File: src/rtl/arm_cond_pkg.sv
// ARM condition codes and NZCV flag layout.
// Shared by the condition-execute and branch units.
package arm_cond_pkg;

  typedef logic [3:0] nzcv_t;

  localparam logic [3:0] COND_EQ = 4'h0;
  localparam logic [3:0] COND_NE = 4'h1;
  localparam logic [3:0] COND_CS = 4'h2;
  localparam logic [3:0] COND_CC = 4'h3;
  localparam logic [3:0] COND_MI = 4'h4;
  localparam logic [3:0] COND_PL = 4'h5;
  localparam logic [3:0] COND_VS = 4'h6;
  localparam logic [3:0] COND_VC = 4'h7;
  localparam logic [3:0] COND_HI = 4'h8;
  localparam logic [3:0] COND_LS = 4'h9;
  localparam logic [3:0] COND_GE = 4'hA;
  localparam logic [3:0] COND_LT = 4'hB;
  localparam logic [3:0] COND_GT = 4'hC;
  localparam logic [3:0] COND_LE = 4'hD;
  localparam logic [3:0] COND_AL = 4'hE;
  localparam logic [3:0] COND_NV = 4'hF;

  localparam int FLAG_N = 3;
  localparam int FLAG_Z = 2;
  localparam int FLAG_C = 1;
  localparam int FLAG_V = 0;

endpackage

File: src/rtl/cond_check.sv
// Combinational ARM condition evaluator.
// Maps a 4-bit condition field and NZCV flags to pass/fail.
module cond_check
  import arm_cond_pkg::*;
(
  input  logic [3:0] cond,
  input  nzcv_t      nzcv,
  output logic       pass
);

  logic n, z, c, v;

  assign n = nzcv[FLAG_N];
  assign z = nzcv[FLAG_Z];
  assign c = nzcv[FLAG_C];
  assign v = nzcv[FLAG_V];

  // Decode the condition against the flags
  always_comb begin
    pass = 1'b0;
    unique case (cond)
      COND_EQ: pass = z;
      COND_NE: pass = !z;
      COND_CS: pass = c;
      COND_CC: pass = !c;
      COND_MI: pass = n;
      COND_PL: pass = !n;
      COND_VS: pass = v;
      COND_VC: pass = !v;
      COND_HI: pass = c & !z;
      COND_LS: pass = !c | z;
      COND_GE: pass = (n == v);
      COND_LT: pass = (n != v);
      COND_GT: pass = !z & (n == v);
      COND_LE: pass = z | (n != v);
      COND_AL: pass = 1'b1;
      COND_NV: pass = 1'b0;
      default: pass = 1'b0;
    endcase
  end

endmodule

File: src/rtl/cond_exec_unit.sv
// Condition-execute stage between decode and execute.
// Tracks in-flight flag writers and forwards same-cycle writeback.
module cond_exec_unit
  import arm_cond_pkg::*;
#(
  parameter int MAX_PENDING = 3,
  parameter int PEND_W      = 2
) (
  input  logic       clk,
  input  logic       reset,
  input  logic       in_valid,
  output logic       in_ready,
  input  logic [3:0] in_cond,
  input  logic       in_sets_flags,
  input  logic       flags_n,
  input  logic       flags_z,
  input  logic       flags_c,
  input  logic       flags_v,
  input  logic       flag_wr,
  input  logic [3:0] flag_wr_nzcv,
  output logic       out_valid,
  input  logic       out_ready,
  output logic       out_execute,
  output logic [3:0] out_cond,
  output logic       err_underflow
);

  localparam logic [PEND_W-1:0] P_MAX = PEND_W'(MAX_PENDING);
  localparam logic [PEND_W-1:0] P_ONE = PEND_W'(1);
  localparam logic [PEND_W-1:0] P_ZERO = '0;

  logic [PEND_W-1:0] pending;
  logic              last_writer;
  nzcv_t             eff;
  logic              pass;
  logic              hazard;
  logic              full_block;
  logic              accept;
  logic              inc;
  logic              dec;

  assign last_writer = flag_wr && (pending == P_ONE);
  assign eff = last_writer ? flag_wr_nzcv
             : {flags_n, flags_z, flags_c, flags_v};

  cond_check u_chk (
    .cond (in_cond),
    .nzcv (eff),
    .pass (pass)
  );

  // Stall and accept decisions
  always_comb begin
    hazard = (in_cond != COND_AL) && (in_cond != COND_NV)
           && (pending != P_ZERO) && !last_writer;
    full_block = in_sets_flags && (pending == P_MAX) && !flag_wr;
    in_ready = (!out_valid || out_ready) && !hazard && !full_block;
    accept = in_valid && in_ready;
    inc = accept && in_sets_flags && pass;
    dec = flag_wr && (pending != P_ZERO);
  end

  // Registered output stage with hold on backpressure
  always_ff @(posedge clk or posedge reset) begin
    if (reset) begin
      out_valid   <= 1'b0;
      out_execute <= 1'b0;
      out_cond    <= 4'b0000;
    end else if (accept) begin
      out_valid   <= 1'b1;
      out_execute <= pass;
      out_cond    <= in_cond;
    end else if (out_ready) begin
      out_valid   <= 1'b0;
    end
  end

  // Pending flag-writer count and sticky underflow
  always_ff @(posedge clk or posedge reset) begin
    if (reset) begin
      pending       <= P_ZERO;
      err_underflow <= 1'b0;
    end else begin
      if (inc && !dec && (pending != P_MAX))
        pending <= pending + P_ONE;
      else if (dec && !inc)
        pending <= pending - P_ONE;
      if (flag_wr && (pending == P_ZERO))
        err_underflow <= 1'b1;
    end
  end

endmodule

File: config.mk
export PLATFORM = sky130hd
export DESIGN_NAME = cond_exec_unit
export DESIGN_NICKNAME = d
export VERILOG_FILES = /design/src/rtl/arm_cond_pkg.sv /design/src/rtl/cond_check.sv /design/src/rtl/cond_exec_unit.sv
export SDC_FILE = /design/constraint.sdc
export NUM_CORES = 1
export LEC_CHECK = 0
export CAP_MARGIN = 20
export CORE_MARGIN = 3
export CORE_UTILIZATION = 51
export CTS_BUF_LIST = sky130_fd_sc_hd__clkbuf_4 sky130_fd_sc_hd__clkbuf_8
export CTS_CLUSTER_DIAMETER = 30
export DETAILED_ROUTE_END_ITERATION = 8
export PLACE_DENSITY = 0.87
export SYNTH_ARGS = -nofsm -noshare
export SYNTH_HDL_FRONTEND = slang
export SYNTH_SLANG_ARGS = --single-unit
File: constraint.sdc
create_clock -name clk -period 5.7 [get_ports clk]
set_clock_uncertainty 0.15 [all_clocks]
set_input_delay 1.14 -clock clk [delete_from_list [all_inputs] [get_ports clk]]
set_output_delay 1.14 -clock clk [all_outputs]
set_load 0.02 [all_outputs]
**Word level (Yosys, flattened, before mapping)**

Cells that the tools add are included.

- $add $sub $neg: 2
- Eq/ne operators: 22
- Mux-type cells: 6
- Bitwise operators: 4
- Reduce and logical (&&, ||, !) cells: 33

Operators by type and width:

| operator | number |
|---|---|
| == test 4 bit (second input constant) | 8 |
| == test 4 x 3 -> 1 bit (second input constant) | 4 |
| logical AND 1 bit | 16 |
| one-hot mux 1 bit (16 select lines) | 1 |
| logical NOT 1 bit | 11 |
| == test 4 x 2 -> 1 bit (second input constant) | 2 |
| != test 4 bit (second input constant) | 2 |
| nonzero test 2 bit | 3 |
| == test 4 x 1 -> 1 bit (second input constant) | 1 |
| logical NOT 4 bit | 1 |
| two-way mux 2 bit | 2 |
| two-way mux 4 bit | 1 |
| adder 2 x 1 -> 2 bit (second input constant) | 1 |
| bitwise AND 1 bit | 2 |
| == test 2 x 1 -> 1 bit (second input constant) | 1 |
| == test 2 bit (second input constant) | 1 |
| logical NOT 2 bit | 1 |
| two-way mux 1 bit | 2 |
| != test 2 bit (second input constant) | 1 |
| bitwise OR 1 bit | 2 |
| subtractor 2 x 1 -> 2 bit (second input constant) | 1 |
| == test 1 bit | 1 |
| logical OR 1 bit | 1 |
| != test 1 bit | 1 |

- Register bits: 9
- Bits of input ports: 18
- Logic and storage cells: 72

**Longest topological paths before layout**

- Depth after elaboration: 14
- Mapped depth: 9
- Depth with buffers taken out: 9

**Hierarchy**

A second synthesis with hierarchy kept.

- Cells, all modules: 72
- Area, all modules: 752.0 um^2

By module, submodules not included:

| module | times used | cells an instance | area each (um^2) | sequential area each (um^2) |
|---|---|---|---|---|
| cond_exec_unit | 1 | 49 | 596.8 | 225.2 |
| cond_check | 1 | 23 | 155.1 | 0.0 |

**Worst setup path before layout**

No wires, ideal clock.

- Path type: input to output
- From: input port in_cond[1]
- To: output port in_ready
- Arrival: 1723 ps
- Setup slack: 2687 ps
- Cell stages on the path: 3
- Path buffers: 1
- Path through: buf_4 and3_4 o211a_1

- Longest elaborated chain between the ends: 7
- Elaborated cells on any way between the ends: 8

RTL lines:

| what | line | text |
|---|---|---|
| start: declaration | cond_exec_unit.sv:13 | `input logic [3:0] in_cond,` |
| != test 4 bit | cond_exec_unit.sv:54 | `hazard = (in_cond != COND_AL) && (in_cond != COND_NV)` |
| logical AND 1 bit (*) | cond_exec_unit.sv:54 |  |
| logical AND 1 bit (*) (2 in series) | cond_exec_unit.sv:55 | `&& (pending != P_ZERO) && !last_writer;` |
| logical NOT 1 bit (*) | cond_exec_unit.sv:57 | `in_ready = (!out_valid \|\| out_ready) && !hazard && !full_block;` |
| logical AND 1 bit (*) (2 in series) | cond_exec_unit.sv:57 |  |
| end: declaration | cond_exec_unit.sv:12 | `output logic in_ready,` |

Every way passes the cells marked *; elsewhere a longest branch is shown, timed or not.

**Worst setup path in the final report**

- From: input port in_cond[2]
- To: output port in_ready

The elaborated chain is that of the path after synthesis.

==> run metrics <==
status completed; io pins 26; hold buffers post-CTS 0; area of the multi-input gates 539 sq um; Starting DRT DRC Count 19; Setup crit start kind primary input; M1 WL about 720 um; Worst IR Drop VDD ~0.24 mV; Clock Path Buffers 2; Met3 Routed Length ~110 um; period utilization between 70 and 80%; share of the synthesized area in the top cell type between 20% and 30%; Crit. End Element output pin; Die W between 40 and 50 um; CP Max Fanout 11; Tmin final 4110 ps; Critical Path Sink in_ready; Final TNS setup 0 ps; Post-synth top cells dfrtp_1 (9), nand2_1 (8), inv_1 (4), mux2i_1 (4), nor2_1 (4); first-pass GRT wire length roughly 2800 um; top layer in use met4; clk slew on worst S/H paths about 60 ps; Final Hold Fails 0; CP max stage delay around 660 ps; depth of the most critical reg-to-reg path 8; setup ws final ~1600 ps; register area share after synthesis 27.6%; worst setup path startpoint in_cond[2]; fillcell total 95; Fmax between 200 and 250 MHz; worst relative slew slack 74.9%; post-DP HPWL 1510 um; clock sink total 9; CP Cell Sequence clkdlybuf4s50_1 > and3_4 > o211a_1 > clkdlybuf4s50_1; drt wl/cell 14.7 um; final setup fails 0; DIE AREA between 0.002 and 0.0025 sq mm; Pins Over Slew Limit 0; largest net degree at the start of global routing 13; Overall Power between 0.4 and 0.5 mW; DRC 0; critical path class primary input to output pin; start of the worst register-to-register path pending[0]; top post-synthesis cells by area dfrtp_1 (28%), mux2i_1 (4.9%), ha_1 (4.6%); leakage between 0.4 and 0.5 nW; Data arrival, critical path between 2000 and 3000 ps; commonest register cell after synthesis dfrtp_1; Antenna Nets Post-Route 0; number of buffer and inverter stages on the critical path 2; Worst-Margin Slew between 300 and 400 ps; cts repair resizes 0; clock tree root driver cell clkbuf_4; ratio of cells with drive above 1 in the final layout 11.9%; Post-CTS Setup Bufs 0; register area 225 sq um; TritonCTS clock tree yes; Vias/cell ~6; R2R Path End pending[1]; PD cells between 300 and 400 mW/mm^2; Hold WS between 300 and 400 ps; RD Place Congestion 0.719; initial antenna violation count 0; GRT Residual Overflow 0; Initial DRT Pass Iterations 4; Synth cell types 43; Avg Inst Size Synth 9.70 sq um; syn nets between 100 and 150; worst min path class flop to flop; Cells after Synth 84; critical path data required time roughly 4400 ps; number of synthesis warnings 0; Initial Util a little under 60%; drt total wl ~1800 um; post-layout util just under 80%; Final nets between 100 and 150; DP Worst Slack between 1500 and 2000 ps; critical path depth 4; RSZ-0062 raised after global routing no; mapped cell area approximately 810 sq um; P&R area growth vs syn 32.4%; Synth area leader dfrtp_1; asr flop ratio synth 100%; count leader, synth dfrtp_1; FF-to-FF setup slack slightly above 3000 ps; Antenna Cells 0; delay-heaviest family, CP buffers and inverters; Post-synth EDFFs 0; num rows 13; CTS H-Tree Depth 1; worst skew pair latency ~250 ps; Max Cap Violations 0; Critical-path top delay cell clkdlybuf4s50_1; chip height between 40 and 50 um; core area 0.00140 sq mm; DR WL met2 approximately 980 um; I/O Buffers 25; most used cell, CP clkdlybuf4s50_1; vias approximately 730; CTS Buf Count 3; vias in the first global route roughly 670; #FFs+latches synth 9; Overall Global Routing Usage a little under a fifth
## power by group
| part | switching (mW) | internal, mW |
|---|---|---|
| combinational | 0.129 | 0.130 |
| clock | 0.0208 | 0.0316 |
| sequential | 0.0186 | 0.0932 |
## through the flow
| stage | cells | area (sq um) |
|---|---|---|
| finish | 124 | 1080 |
| global route | 124 | 1080 |
| CTS | 124 | 1080 |
| detailed placement | 120 | 1050 |
| global placement | 120 | 1050 |
| floorplan | 84 | 815 |
## placed cells by master, fill, tap and decap left out, drive strengths merged, types with 2 or more instances in the layout
cell type and instances:
a211oi 2, a21o 2, a21oi 3, and3 2, clkbuf 4, clkdlybuf4s50 25, dfrtp 9, ha 3
inv 4, mux2 3, mux2i 5, nand2 8, nand2b 3, nor2 4, nor2b 2, nor3 3
nor3b 3, o21ai 2, xnor2 3
## final cells by class
cell class              instances  area share, %
clock buffers                   4           2.78
well taps                      15           1.74
repair buffers                 25           23.2
multi-input cells              67           50.0
flip-flops and latches          9           20.9
inverters                       4           1.39
## metal layers
layer	vias up	GRT usage, %
met5	-	0
met4	0	3.98
met3	2	4.74
met2	26	33.2
met1	337	22.4
li1	361	-
## flip-flops by register name, summed over array words and instances (netlist names)
signal and flops:
err_underflow 1, out_cond 4, out_valid 1, out_execute 1, pending 2
## cell families after synthesis
family | synth area share (%)
multiplexers | 13.5
flip-flops | 27.7
AO/OA/AOI/OAI | 22.9
XOR/XNOR | 3.23
adder cells (fa/ha/maj) | 4.61
AND/OR/NAND/NOR | 22.0
buffers and inverters | 6.14
## worst min path at each step
| stage | cells past startpoint | endpoint | slack (ps) | startpoint |
|---|---|---|---|---|
| floorplan | 1 | pending[0] | 350 | pending[0] |
| global placement | 1 | err_underflow | 300 | err_underflow |
| detailed placement | 1 | err_underflow | 310 | err_underflow |
| CTS | 1 | err_underflow | 320 | err_underflow |
| global route | 1 | err_underflow | 340 | err_underflow |
| finish | 1 | err_underflow | 320 | err_underflow |
Power figures use the tool's default switching activity.
